--- src/rtl/prng_pkg.sv ---
// Shared types and constants for the PRNG draw scheduler.
package prng_pkg;

    typedef enum logic [2:0] {
        StIdle,
        StSeed,
        StMix,
        StSample,
        StDeliver
    } state_e;

    localparam logic [15:0] LFSR_LOCKUP  = 16'hFFFF;
    localparam logic [15:0] SEED_DEFAULT = 16'hACE1;

    // An all-ones seed locks an XNOR LFSR, so swap in a known-good value.
    function automatic logic [15:0] seed_fix(input logic [15:0] val);
        return (val == LFSR_LOCKUP) ? SEED_DEFAULT : val;
    endfunction

endpackage

--- src/rtl/prng_rr_arbiter.sv ---
// Round-robin pick among pending requesters, searching upward from ptr+1 with wrap.
module prng_rr_arbiter
    import prng_pkg::*;
#(
    parameter int unsigned NREQ  = 2,
    parameter int unsigned PTR_W = 1
) (
    input  logic [NREQ-1:0]  pending,
    input  logic [PTR_W-1:0] ptr,
    output logic             arb_any,
    output logic [PTR_W-1:0] winner,
    output logic [NREQ-1:0]  winner_oh
);

    logic [PTR_W-1:0] idx;

    always_comb begin
        arb_any = 1'b0;
        winner  = '0;
        idx     = '0;
        for (int unsigned off = 1; off <= NREQ; off++) begin
            idx = PTR_W'((32'(ptr) + off) % NREQ);
            if (!arb_any && pending[idx]) begin
                arb_any = 1'b1;
                winner  = idx;
            end
        end
    end

    assign winner_oh = arb_any ? (NREQ'(1) << winner) : '0;

endmodule

--- src/rtl/prng_draw_sched.sv ---
// Single-clock scheduler for the shared PRNG datapath: seeding, mixing, sampling and
// round-robin delivery of drawn bytes to NREQ requesters (requester 0 auto-fed by tick).
module prng_draw_sched
    import prng_pkg::*;
#(
    parameter int unsigned NREQ      = 2,
    parameter int unsigned TICK_DIV  = 10_000_000,
    parameter int unsigned MIX_STEPS = 8,
    parameter int unsigned CNT_W     = 24
) (
    input  logic            clk,
    input  logic            rst_n,
    input  logic            ena,
    input  logic            seed_req,
    input  logic [15:0]     seed_val,
    input  logic [NREQ-1:0] req,
    input  logic [7:0]      rnd_in,
    output logic            lfsr16_step,
    output logic            lfsr8_step,
    output logic            lfsr_load,
    output logic [15:0]     lfsr_seed,
    output logic [NREQ-1:0] gnt,
    output logic            rnd_valid,
    output logic [7:0]      rnd_out,
    output logic            tick,
    output logic            busy
);

    localparam int unsigned PTR_W = $clog2(NREQ);

    state_e           state_q;
    logic [CNT_W-1:0] presc_q;
    logic [NREQ-1:0]  pending_q, pending_d;
    logic             seed_pend_q, seed_pend_d;
    logic [PTR_W-1:0] ptr_q, winner_q;
    logic [7:0]       mix_cnt_q;

    logic             arb_any;
    logic [PTR_W-1:0] arb_winner;
    logic [NREQ-1:0]  arb_oh;

    prng_rr_arbiter #(
        .NREQ  (NREQ),
        .PTR_W (PTR_W)
    ) u_arb (
        .pending   (pending_q),
        .ptr       (ptr_q),
        .arb_any   (arb_any),
        .winner    (arb_winner),
        .winner_oh (arb_oh)
    );

    always_ff @(posedge clk or negedge rst_n) begin
        if (!rst_n) begin
            presc_q <= '0;
            tick    <= 1'b0;
        end else if (!ena) begin
            presc_q <= '0;
            tick    <= 1'b0;
        end else if (presc_q == CNT_W'(TICK_DIV - 1)) begin
            presc_q <= '0;
            tick    <= 1'b1;
        end else begin
            presc_q <= presc_q + 1'b1;
            tick    <= 1'b0;
        end
    end

    // New requests are OR-ed in after the delivery clear, so a set always wins.
    always_comb begin
        pending_d = pending_q;
        if (rnd_valid) begin
            pending_d = pending_q & ~gnt;
        end
        pending_d = pending_d | req | NREQ'(tick);
        if (!ena) begin
            pending_d = '0;
        end
    end

    always_comb begin
        seed_pend_d = seed_req | (seed_pend_q & (state_q != StSeed));
        if (!ena) begin
            seed_pend_d = 1'b0;
        end
    end

    always_ff @(posedge clk or negedge rst_n) begin
        if (!rst_n) begin
            pending_q   <= '0;
            seed_pend_q <= 1'b0;
        end else begin
            pending_q   <= pending_d;
            seed_pend_q <= seed_pend_d;
        end
    end

    always_ff @(posedge clk or negedge rst_n) begin
        if (!rst_n) begin
            state_q     <= StIdle;
            ptr_q       <= PTR_W'(NREQ - 1);
            winner_q    <= '0;
            mix_cnt_q   <= '0;
            lfsr16_step <= 1'b0;
            lfsr8_step  <= 1'b0;
            lfsr_load   <= 1'b0;
            lfsr_seed   <= '0;
            gnt         <= '0;
            rnd_valid   <= 1'b0;
            rnd_out     <= '0;
            busy        <= 1'b0;
        end else begin
            lfsr_load <= 1'b0;
            rnd_valid <= 1'b0;
            gnt       <= '0;
            if (!ena) begin
                state_q     <= StIdle;
                lfsr16_step <= 1'b0;
                lfsr8_step  <= 1'b0;
                busy        <= 1'b0;
            end else begin
                unique case (state_q)
                    StIdle: begin
                        if (seed_pend_q) begin
                            state_q   <= StSeed;
                            lfsr_load <= 1'b1;
                            lfsr_seed <= seed_fix(seed_val);
                            busy      <= 1'b1;
                        end else if (arb_any) begin
                            state_q     <= StMix;
                            winner_q    <= arb_winner;
                            mix_cnt_q   <= '0;
                            lfsr16_step <= 1'b1;
                            lfsr8_step  <= 1'b1;
                            busy        <= 1'b1;
                        end
                    end
                    StSeed: begin
                        state_q <= StIdle;
                        busy    <= 1'b0;
                    end
                    StMix: begin
                        if (mix_cnt_q == 8'(MIX_STEPS - 1)) begin
                            state_q     <= StSample;
                            lfsr16_step <= 1'b0;
                            lfsr8_step  <= 1'b0;
                        end else begin
                            mix_cnt_q <= mix_cnt_q + 1'b1;
                        end
                    end
                    StSample: begin
                        state_q   <= StDeliver;
                        rnd_out   <= rnd_in;
                        rnd_valid <= 1'b1;
                        gnt       <= NREQ'(1) << winner_q;
                    end
                    StDeliver: begin
                        state_q <= StIdle;
                        ptr_q   <= winner_q;
                        busy    <= 1'b0;
                    end
                    default: begin
                        state_q <= StIdle;
                        busy    <= 1'b0;
                    end
                endcase
            end
        end
    end

    logic unused_oh;
    assign unused_oh = ^arb_oh;

endmodule
--- config.mk ---
export PLATFORM = sky130hd
export DESIGN_NAME = prng_draw_sched
export DESIGN_NICKNAME = d
export VERILOG_FILES = /design/src/rtl/prng_pkg.sv /design/src/rtl/prng_rr_arbiter.sv /design/src/rtl/prng_draw_sched.sv
export SDC_FILE = /design/constraint.sdc
export NUM_CORES = 1
export LEC_CHECK = 0
export ABC_CLOCK_PERIOD_IN_PS = 5180
export CAP_MARGIN = 10
export CORE_MARGIN = 2
export CORE_UTILIZATION = 39
export DETAILED_ROUTE_END_ITERATION = 10
export DONT_BUFFER_PORTS = 1
export GPL_TIMING_DRIVEN = 0
export HOLD_SLACK_MARGIN = 0.08
export PLACE_DENSITY_LB_ADDON = 0.2
export SYNTH_ARGS = -nofsm -noshare
export SYNTH_HDL_FRONTEND = slang
export SYNTH_SLANG_ARGS = --single-unit
--- constraint.sdc ---
create_clock -name clk -period 5.18 [get_ports clk]
set_input_delay 0.518 -clock clk [delete_from_list [all_inputs] [get_ports clk]]
set_output_delay 0.518 -clock clk [all_outputs]
set_load 0.01 [all_outputs]
* After elaboration in Yosys (flattened, before gate mapping)
Cells that the tools add are included.
** Word-level totals
- Register bits :: 71
- Bits of input ports :: 30
- Output and inout port bits :: 32
- Word-level logic and storage cells :: 98
** Operators by class
- Add/subtract/negate cells :: 4
- Order comparisons :: 2
- Equal/unequal tests :: 16
- Shifts and indexed selects :: 1
- Muxes and demuxes :: 40
- Bitwise logic cells :: 7
- Reductions and logical operators :: 13
** Operators by type and width (number)
- 2-to-1 mux 24 bit :: 2
- adder 24 x 1 -> 24 bit (second input constant) :: 1
- == test 24 bit (second input constant) :: 1
- 2-to-1 mux 8 bit :: 3
- 2-to-1 mux 1 bit :: 22
- == test 16 bit (second input constant) :: 1
- 2-to-1 mux 16 bit :: 1
- case mux 8 bit (2 select lines) :: 1
- 2-to-1 mux 3 bit :: 4
- != test 3 bit (second input constant) :: 3
- case mux 3 bit (3 select lines) :: 1
- adder 8 x 1 -> 8 bit (second input constant) :: 1
- == test 8 x 3 -> 1 bit (second input constant) :: 1
- 2-to-1 mux 2 bit :: 4
- != test 2 bit (second input constant) :: 4
- AND reduction 2 bit :: 4
- AND reduction 4 bit :: 2
- == test 3 x 2 -> 1 bit (second input constant) :: 2
- != test 3 x 1 -> 1 bit (second input constant) :: 2
- AND reduction 5 bit :: 1
- less-than comparator 1 x 2 -> 1 bit (second input constant) :: 2
- != test 4 bit (second input constant) :: 1
- case mux 1 bit (2 select lines) :: 2
- == test 3 bit (second input constant) :: 1
- 15 further kinds :: 16

* Longest topological paths before layout
- Depth after elaboration :: 11
- Gate-level depth with buffers :: 7
- Depth with buffers taken out :: 5

* Modules after synthesis
From an unflattened synthesis, not the netlist that was laid out.
** Second synthesis, totals
- Cells, all modules :: 312
- Area total of the unflattened synthesis :: 3223.1 um2
** By module, submodules not included
- prng_draw_sched :: instances 1, cells an instance 307, area an instance 3190.6 um2, sequential area each 1778.0 um2
- prng_rr_arbiter :: instances 1, cells an instance 5, area an instance 32.5 um2, sequential area each 0.0 um2

* Least setup slack after synthesis
Ideal clock, no wire load.
- Path type :: register -> register
- From :: register mix_cnt_q[4]
- To :: register mix_cnt_q[7]
- Library setup time :: 126 ps
- Arrival time :: 1581 ps
- Required time :: 5054 ps
- Slack :: 3473 ps
- Stages on the path, launching flop included :: 5
- Path buffers :: 0
- Period minus slack after synthesis :: 1707 ps
- Cells stage by stage :: dfrtp_1 > or4_4 > o311ai_4 > nor2_2 > a221o_1
** On the way
- Cells in the longest elaborated chain, start to end :: 3
- Elaborated cells on any way between the ends :: 6
- Those cells by class :: 1 x add/sub; 2 x eq/ne; 2 x mux; 1 x reduce/logical
** RTL lines
- start: declaration :: line prng_draw_sched.sv:36 : logic [7:0] mix_cnt_q;
- start signal: assignment :: line prng_draw_sched.sv:148 : mix_cnt_q <= mix_cnt_q + 1'b1;
- adder 8 x 1 -> 8 bit or == test 8 x 3 -> 1 bit (tied branches) :: line prng_draw_sched.sv:148, prng_draw_sched.sv:143
- 2-to-1 mux 8 bit or != test 2 bit (tied branches)
- case mux 8 bit (2 select lines) or AND reduction 5 bit (tied branches)
Several ways; a longest one is shown, not always the timed one. The select of a mux whose other input is x is not followed.
A chain may end at the register's enable or synchronous reset.

* Final worst setup path
- From :: register state_q[2]
- To :: register lfsr_seed[1]
** On the way
- Cells in the longest elaborated chain, start to end :: 2
** RTL lines
- start: declaration :: line prng_draw_sched.sv:31 : state_e state_q;
- start signal: assignment :: line prng_draw_sched.sv:100 : state_q <= StIdle;
- start signal: assignment :: line prng_draw_sched.sv:117 : state_q <= StIdle;
- start signal: assignment :: line prng_draw_sched.sv:125 : state_q <= StSeed;
- zero test 3 bit :: line prng_draw_sched.sv:122 : unique case (state_q)
- AND reduction 3 bit (no line)
- end signal: assignment :: line prng_draw_sched.sv:127 : lfsr_seed <= seed_fix(seed_val);
- end: declaration :: line prng_draw_sched.sv:21 : output logic [15:0] lfsr_seed,
Every way passes these cells.

==> results.sh <==
export IMPL_status="completed"
export IMPL_tightest_slew_ps=542.6
export IMPL_final_core_util_pct=44.20
export IMPL_p_int_w=0.0009952
export IMPL_ys_ff_latch=71
export IMPL_critical_path_class="reg2reg"
export IMPL_maxCapViolations=0
export IMPL_start_util_pct=39.47
export IMPL_critical_path_required_ps=5460
export IMPL_cts_clk_slew_worst_paths_ps=70
export IMPL_routabilityCongestion=0.7507
export IMPL_hold_ws_ps=306.5
export IMPL_crit_chain="nor2_1 > nand4_2 > nor2_1 > a22o_1"
export IMPL_dieArea_sq_um=8930
export IMPL_wl_mm=6.378
export IMPL_synth_fa_ha_area_share_pct=0.7834
export IMPL_synth_edf_count=0
export IMPL_syn_nets=321
export IMPL_antenna_found_initial=0
export IMPL_synth_area_leaders="dfrtp_1, mux2_2, nor2_1"
export IMPL_cp_num_buf_inv=0
export IMPL_clock_path_buffers=2
export IMPL_worst_ep_arrival_time_ps=2190
export IMPL_setup_violations=0
export IMPL_wirelength_met1_mm=2.788
export IMPL_route_met3_wl_um=319
export IMPL_portBuffers=0
export IMPL_hpwlAfterDp_mm=4.329
export IMPL_cts_root_buf="clkbuf_8"
export IMPL_fin_nets=334
export IMPL_hold_violations=0
export IMPL_power_frac_seq_pct=54.1
export IMPL_crit_path_top_delay_cell="nor2_1"
export IMPL_n_antenna_cell=0
export IMPL_grt_first_pass_wirelength_mm=10.25
export IMPL_top_layer_used="met4"
export IMPL_swShare_pct=26.76
export IMPL_cpPeakStageDelay_ps=540
export IMPL_fin_skew_ps=11.04
export IMPL_dpl_cell_count=394
export IMPL_yosysTopAreaCell="dfrtp_1"
export IMPL_drt_first_pass_iters=4
export IMPL_track_usage_pct=14.71
export IMPL_worst_hold_path_type="in2reg"
export IMPL_drive_gt1_share_pct=17.59
export IMPL_postRouteAntennaNets=0
export IMPL_netlist_top_cells_count="dfrtp_1, nor2_1, nand2_1"
export IMPL_clkPwrFrac_pct=35.0
export IMPL_drc=0
export IMPL_yosys_area_top_type_share_pct=54.84
export IMPL_fp_dieW_um=94.50
export IMPL_syn_inst=289
export IMPL_num_rows=33
export IMPL_die_y_um=94.50
export IMPL_setup_tns_ps=0
export IMPL_synthXorXnorAreaFrac_pct=3.290
export IMPL_cts_sinks=71
export IMPL_worst_path_most_repeated_cell="nor2_1"
export IMPL_dr_total_vias=2252
export IMPL_max_slew_margin_pct=63.69
export IMPL_powerDensity_nw_per_um2=379.9
export IMPL_vdd_drop_max_uv=125.4
export IMPL_grt_pass1_vias=2194
export IMPL_area_growth_pct=11.99
export IMPL_clk_latency_ps=340
export IMPL_yosys_warnings=0
export IMPL_ys_flop_type="dfrtp_1"
export IMPL_grt_setup_unrepaired="no"
export IMPL_vias_per_cell=5.466
export IMPL_finalCriticalPeriod_ps=1917
export IMPL_cts_tree="done"
export IMPL_power_switching_w=0.0003637
export IMPL_synth_most_common_cell="dfrtp_1"
export IMPL_muxShareOfSynthArea_pct=6.306
export IMPL_ios=62
export IMPL_cp_start_kind="register"
export IMPL_synth_area_sq_um=3194
export IMPL_grt_max_degree=72
export IMPL_avgSynthCellArea_sq_um=11.05
export IMPL_core_sq_um=8093
export IMPL_ys_seq_area_share_pct=55.66
export IMPL_overflow=0
export IMPL_drtIter0Drc=78
export IMPL_synth_top_family_by_area="simple AND/OR/NAND/NOR gates"
export IMPL_synth_compound_area_share_pct=11.24
export IMPL_ys_types=46
export IMPL_synth_simple_area_share_pct=19.78
export IMPL_end_kind="register"
export IMPL_post_route_period_util_pct=37.00
export IMPL_power_leakage_nw=1.559
export IMPL_cts_buffers_inserted=9
export IMPL_htree_levels=3
export IMPL_async_reset_ff_share_pct=100.0
export IMPL_comb_power_share_pct=11.0
export IMPL_finalNonFillerCells=412
export IMPL_cts_resized=0
export IMPL_wl_per_cell_um=15.48
export IMPL_fill_cells=788
export IMPL_crit_fanout=9
export IMPL_final_max_slew_violation_count=0
export IMPL_wl_met2_mm=3.206
export IMPL_crit_family="simple AND/OR/NAND/NOR gates"
export IMPL_max_freq_mhz=521.7
==> area by class of cell <==
class / count / area, sq um / area share [%]
plain buffers: 9 / 56.30 / 1.574
clock buffers: 11 / 131.4 / 3.673
clock inverters: 5 / 82.58 / 2.308
inverters: 10 / 37.54 / 1.049
multi-input cells: 199 / 1323 / 36.97
flip-flops and latches: 71 / 1778 / 49.70
well taps: 105 / 131.4 / 3.673
repair buffers: 2 / 37.54 / 1.049
==> power by group through the flow <==
| stage | Clock (W) | Sequential (W) | Combinational [W] |
|---|---|---|---|
| finish | 0.000475 | 0.000735 | 0.000149 |
| global route | 0.000514 | 0.000748 | 0.000168 |
| CTS | 0.000491 | 0.000736 | 0.000152 |
| detailed placement | 0 | 0.000747 | 0.000136 |
| global placement | 0 | 0.000745 | 0.000133 |
| floorplan | 0 | 0.000729 | 0.000117 |
==> per-stage QoR <==
step                      cell area [sq um]  setup slack (ps)  total power, W
final                                  3577              3263        0.001359
after global routing                   3577              3117        0.001429
after CTS                              3577              3265        0.001380
after detailed placement               3326              3259       0.0008839
after global placement                 3326              3260       0.0008776
after floorplan                        3194              3473       0.0008459
==> worst paths after layout <==
path                            slack [ps]      endpoint  depth (start not counted)         from
min in group asynchronous              710  mix_cnt_q[2]                          2        rst_n
worst min-delay path                   310  lfsr_seed[2]                          1  seed_val[2]
worst max register to register        3260  lfsr_seed[1]                          4   state_q[2]
worst max-delay path                  3260  lfsr_seed[1]                          4   state_q[2]
max in group asynchronous             4120         ptr_q                          2        rst_n
worst min register to register         440        gnt[0]                          1     winner_q
==> state kept, by name, indices dropped and copies added (netlist names), 2 cells and up <==
| name | cells |
|---|---|
| state_q | 3 |
| gnt | 2 |
| pending_q | 2 |
| lfsr_seed | 16 |
| rnd_out | 8 |
| presc_q | 24 |
| mix_cnt_q | 8 |
==> routing by layer <==
layer,track usage [%],up-vias
met3,5.347,7
met2,24.40,43
li1,-,1072
met4,3.986,0
met5,0,-
met1,18.21,1130
==> logic make-up (layout without fill, tap and decap cells) <==
logic type	Yosys count	in the layout
and+or+nand+nor	116	116
muxes	18	18
AOI/OAI and AO/OA	51	51
DFF	71	71
xor gates and xnor gates	12	12
adders and majority gates	2	2
buffers and inverters	19	37
==> placed cells by master (no fill, tap or decap), types with 2 or more instances in the layout <==
master,count
xor2_1,9
buf_2,6
or3_1,11
a21oi_1,14
xnor2_1,3
o211ai_1,2
nand2b_1,2
clkinv_4,2
ha_1,2
nand2_1,19
o21ai_0,13
nor2_1,29
nor4_1,3
nor3_1,5
nand3_1,13
nand4_2,2
clkbuf_8,9
nand4_1,14
dfrtp_1,70
a221o_1,2
inv_1,9
clkbuf_1,2
bufinv_16,2
buf_4,2
a22o_1,9
and4_1,5
and3_1,5
o22a_1,2
mux2_2,17
==> what timing repair did <==
| action | CTS | global route |
|---|---|---|
| buffers inserted | 0 | 0 |
| hold buffers | 2 | 0 |
| endpoints found under the hold margin | 71 | 0 |
Note: power is estimated with default switching activity, not from simulation.
==> edit 1, RTL diff (same settings) <==
Change the parameter `CNT_W` from 24 to 48.
--- a/src/rtl/prng_draw_sched.sv
+++ b/src/rtl/prng_draw_sched.sv
@@ -6,7 +6,7 @@
     parameter int unsigned NREQ      = 2,
     parameter int unsigned TICK_DIV  = 10_000_000,
     parameter int unsigned MIX_STEPS = 8,
-    parameter int unsigned CNT_W     = 24
+    parameter int unsigned CNT_W     = 48
 ) (
     input  logic            clk,
     input  logic            rst_n,
Check against the original RTL: same outputs for any inputs over 10 cycles, from zero or initial values and one cycle with rst_n low; that may be too few to reach the edited logic, so the function may still have changed.
==> edit 1 against the original RTL <==
  * First-iteration DRC count rose to 2.9 times the old value
  * Clock skew fell by 0.0044 ns
  * Wire length rose by 47%
  * Highest routed layer unchanged
  * Sequential cell count rose by 24
  * Area after synthesis rose by 39%
  * Worst setup slack got worse by 0.50 ns
  * Fmax fell by 21%
  * Clock power rose by 46%
  * Total power rose by 29%
  * Cell area rose by 38%
  * Largest cell class unchanged
  * Count of clock-buffer cells in the layout fell by 2
  * Sequential share of layout area fell by 1.6 points
==> edit 1: results (changes against the original RTL) <==
{| class="wikitable"
! Metric !! Value
|-
| Largest cells by area after synthesis || sky130_fd_sc_hd__dfrtp_1 53%, sky130_fd_sc_hd__xor2_1 6.1%, sky130_fd_sc_hd__nor2_1 4.5%, sky130_fd_sc_hd__nand2_1 4.4%, sky130_fd_sc_hd__nand4_1 4.2% (was sky130_fd_sc_hd__dfrtp_1 55%, sky130_fd_sc_hd__mux2_2 6.0%, sky130_fd_sc_hd__nor2_1 3.4%, sky130_fd_sc_hd__nand4_1 2.7%, sky130_fd_sc_hd__a22o_1 2.5%)
|-
| Aggregate global-route resource usage || 0.1661 (was 0.1471)
|-
| Multiplexer share of the synthesized area || 0.02034 (was 0.06306)
|-
| Routing usage on met3 || 0.04446 (was 0.05347)
|-
| Complex-gate fraction of the synthesized area || 0.07938 (was 0.1124)
|-
| Total routed wirelength || 9351 microns (was 6378 microns)
|-
| Max transition margin || 0.2496 (was 0.6369)
|-
| Sequential cell fraction of total power || 0.526 (was 0.541)
|-
| Global-route wire length before repair || 16,910 microns (was 10,250 microns)
|-
| Total power divided by cell area || 353.4 nW/um^2 (was 379.9 nW/um^2)
|-
| Hold slack final || 0.08593 ns (was 0.3065 ns)
|-
| Detail Placement HPWL || 6533 microns (was 4329 microns)
|-
| Met1 Usage GRT || 0.2238 (was 0.1821)
|-
| Hold crit path type || input pin to asynchronous set/reset pin (was input pin to register)
|-
| Final layout net count || 487 (was 334)
|-
| Outcome || completed (unchanged)
|-
| End point of the critical path || presc_q[4] (was lfsr_seed[1])
|-
| Cell types with the highest counts after synthesis || 94 x sky130_fd_sc_hd__dfrtp_1, 53 x sky130_fd_sc_hd__nor2_1, 52 x sky130_fd_sc_hd__nand2_1 (was 70 x sky130_fd_sc_hd__dfrtp_1, 29 x sky130_fd_sc_hd__nor2_1, 19 x sky130_fd_sc_hd__nand2_1)
|-
| Delay of the slowest cell on the worst path || 0.46 ns (was 0.54 ns)
|-
| Cell count after synthesis || 443 (was 289)
|-
| Buffer cell driving the clock tree root || sky130_fd_sc_hd__clkbuf_16 (was sky130_fd_sc_hd__clkbuf_8)
|-
| Worst Slack Setup Final || 2.766 ns (was 3.263 ns)
|-
| Cell area after placement || 4604 sq um (was 3326 sq um)
|-
| Wire length on met2 || 4403 microns (was 3206 microns)
|-
| Area share of xor/xnor cells in the synthesized design || 0.07316 (was 0.03290)
|-
| Non-filler instance count after layout || 600 (was 412)
|-
| Worst Clk Skew || 0.006644 ns (was 0.01104 ns)
|-
| Final weighted congestion of routability-driven global placement || 0.7730 (was 0.7507)
|-
| Met3 Routed Length || 471 microns (was 319 microns)
|}
[edit 1: cell count changes after synthesis, moves of 6 or more]
cell / delta
sky130_fd_sc_hd__nand2_1: +33
sky130_fd_sc_hd__dfrtp_1: +24
sky130_fd_sc_hd__nor2_1: +24
sky130_fd_sc_hd__nand4_1: +16
sky130_fd_sc_hd__or4_1: +6
sky130_fd_sc_hd__and2_1: +6
sky130_fd_sc_hd__nor4_1: +9
sky130_fd_sc_hd__xor2_1: +22
sky130_fd_sc_hd__mux2_2: -9
sky130_fd_sc_hd__clkbuf_1: +6
sky130_fd_sc_hd__nand3_1: +7
sky130_fd_sc_hd__o31ai_1: +7
[edit 1: layout make-up]
class                      instances  area (sq um)  area share
buffer                            14         60.06     0.01214
clock buffer                       9         225.2     0.04554
clock inverter                     7         88.84     0.01796
inverter                          10         37.54    0.007589
multi-input combinational        324          1953      0.3949
sequential                        95          2379      0.4809
tap                              140         175.2     0.03542
timing repair buffer               1         27.53    0.005565
==> edit 2, RTL diff (same flow settings) <==
Without the edit above. Reset style: synchronous (`rst_n`), changed in 3 clocked blocks.
--- a/src/rtl/prng_draw_sched.sv
+++ b/src/rtl/prng_draw_sched.sv
@@ -50,7 +50,7 @@
         .winner_oh (arb_oh)
     );
 
-    always_ff @(posedge clk or negedge rst_n) begin
+    always_ff @(posedge clk) begin
         if (!rst_n) begin
             presc_q <= '0;
             tick    <= 1'b0;
@@ -85,7 +85,7 @@
         end
     end
 
-    always_ff @(posedge clk or negedge rst_n) begin
+    always_ff @(posedge clk) begin
         if (!rst_n) begin
             pending_q   <= '0;
             seed_pend_q <= 1'b0;
@@ -95,7 +95,7 @@
         end
     end
 
-    always_ff @(posedge clk or negedge rst_n) begin
+    always_ff @(posedge clk) begin
         if (!rst_n) begin
             state_q     <= StIdle;
             ptr_q       <= PTR_W'(NREQ - 1);
Function: differs if rst_n is asserted again (counterexample within 4 cycles, from zero or initial values and one cycle with rst_n low); with rst_n held inactive, the same outputs for 10 cycles.
==> edit 2 against the original RTL <==
  * Sequential cell count stayed put
  * Area after synthesis fell by 2.5%
  * Wire length grew 8.5%
  * Worst setup slack got worse by 0.030 ns
  * Cell count grew 12%
  * Non-clock buffer count is 1 higher
  * Cell area down 2.6%
Power is not compared: it rests on default switching activity, and its combinational part moved more than twofold at a synthesized area within 25%.
==> edit 2: results (changes against the original RTL) <==
{| class="wikitable"
! Metric !! Value
|-
| Via-per-instance ratio || 5.536 (was 5.466)
|-
| Count of port buffers added during placement || 0 (unchanged)
|-
| Transition time at the pin with the least slew margin || 0.7570 ns (was 0.5426 ns)
|-
| Cell types with the highest counts after synthesis || 71 x sky130_fd_sc_hd__dfxtp_1, 40 x sky130_fd_sc_hd__nand2_1, 29 x sky130_fd_sc_hd__nor2_1 (was 70 x sky130_fd_sc_hd__dfrtp_1, 29 x sky130_fd_sc_hd__nor2_1, 19 x sky130_fd_sc_hd__nand2_1)
|-
| Sequential fraction of the synthesis area || 0.4562 (was 0.5566)
|-
| Final weighted congestion of routability-driven global placement || 0.7964 (was 0.7507)
|-
| Cell area after placement || 3243 sq um (was 3326 sq um)
|-
| Layout cell share with drive strength beyond 1 || 0.1053 (was 0.1759)
|-
| Area share of xor/xnor cells in the synthesized design || 0.03655 (was 0.03290)
|-
| Initial drt markers || 103 (was 78)
|-
| Largest net degree at the start of global routing || 14 (was 72)
|-
| Complex-gate fraction of the synthesized area || 0.1534 (was 0.1124)
|-
| FFs w/ async S/R, synth || 0 (was 1.000)
|-
| Reg2reg path depth || 6 (was 4)
|-
| Global-route wire length before repair || 11,340 microns (was 10,250 microns)
|-
| Clock-pin slew on the worst setup and hold paths || 0.08 ns
|-
| Largest cells by area after synthesis || sky130_fd_sc_hd__dfxtp_1 46%, sky130_fd_sc_hd__nand2_1 4.8%, sky130_fd_sc_hd__a21oi_1 4.2%, sky130_fd_sc_hd__nor2_1 3.5%, sky130_fd_sc_hd__o21a_1 2.9% (was sky130_fd_sc_hd__dfrtp_1 55%, sky130_fd_sc_hd__mux2_2 6.0%, sky130_fd_sc_hd__nor2_1 3.4%, sky130_fd_sc_hd__nand4_1 2.7%, sky130_fd_sc_hd__a22o_1 2.5%)
|-
| Reg-to-reg endpoint || presc_q[23] (was lfsr_seed[1])
|-
| Biggest fanout along the worst timing path || 10 (was 9)
|-
| Final layout net count || 388 (was 334)
|-
| Vias in the first global route || 2,407 (was 2,194)
|-
| Aggregate global-route resource usage || 0.1637 (was 0.1471)
|-
| Reg2Reg Setup Slack || 3.23 ns (was 3.26 ns)
|-
| Origin of the worst setup path || presc_q[0] (was state_q[2])
|-
| Data arrival time of the critical path || 2.17 ns (was 2.19 ns)
|-
| Multiplexer share of the synthesized area || 0.006426 (was 0.06306)
|-
| Slowest cell on crit path || sky130_fd_sc_hd__dfxtp_1 (was sky130_fd_sc_hd__nor2_1)
|-
| Outcome || completed (unchanged)
|-
| Detail Placement HPWL || 4958 microns (was 4329 microns)
|-
| Post-Syn Nets || 377 (was 321)
|-
| Worst Clk Skew || 0.01027 ns (was 0.01104 ns)
|}
## edit 2: power by group
part           leakage [uW]  total (uW)  switching (uW)  internal (uW)
registers          0.000574         562            8.99            553
logic              0.000445        39.6            23.1           16.5
clock network      0.000124         539             218            322
## edit 2: cells by family after synthesis
kind of cell	Yosys count
adder cells (fa/ha/maj)	2
XOR/XNOR	13
AND/OR/NAND/NOR	168
AO/OA/AOI/OAI	71
buffers and inverters	18
flip-flops	71
multiplexers	2
## edit 2: worst min-delay path by stage
stage | from | cells past startpoint | endpoint | slack, ns
final | seed_req | 2 | seed_pend_q | 0.30
after global routing | req[0] | 2 | pending_q[0] | 0.28
after CTS | seed_req | 2 | seed_pend_q | 0.29
after detailed placement | presc_q[23] | 2 | presc_q[23] | 0.47
after global placement | presc_q[23] | 2 | presc_q[23] | 0.45
after floorplan | winner_q | 1 | gnt[0] | 0.44
## edit 2: layout make-up
class / instances / area [sq um]
Buffer: 12 / 76.32
Tap cell: 102 / 127.6
Multi-Input combinational cell: 256 / 1595
Inverter: 6 / 22.52
Fill cell: 773 / 4243
Clock buffer: 9 / 123.9
Clock inverter: 7 / 117.6
Sequential cell: 71 / 1421
## edit 2: metrics by stage
stage | std cells | setup WS [ns]
after floorplan | 345 | 3.499
after global placement | 447 | 3.149
after detailed placement | 447 | 3.162
after CTS | 463 | 3.242
after global routing | 463 | 3.050
final | 463 | 3.233
## edit 2: per-layer routing
layer,track usage,part of all wire
met1,0.2010,0.48
met4,0.06373,0.013
met3,0.04351,0.051
met2,0.2728,0.46
met5,0,0
## edit 2: critical path, delay by kind of cell (launching register included)
family | cells | cell delay, ns
simple gates | 2 | 0.56
flops | 1 | 0.41
compound gates | 2 | 0.38
fa+ha+maj | 1 | 0.32
buf+inv | 1 | 0.16
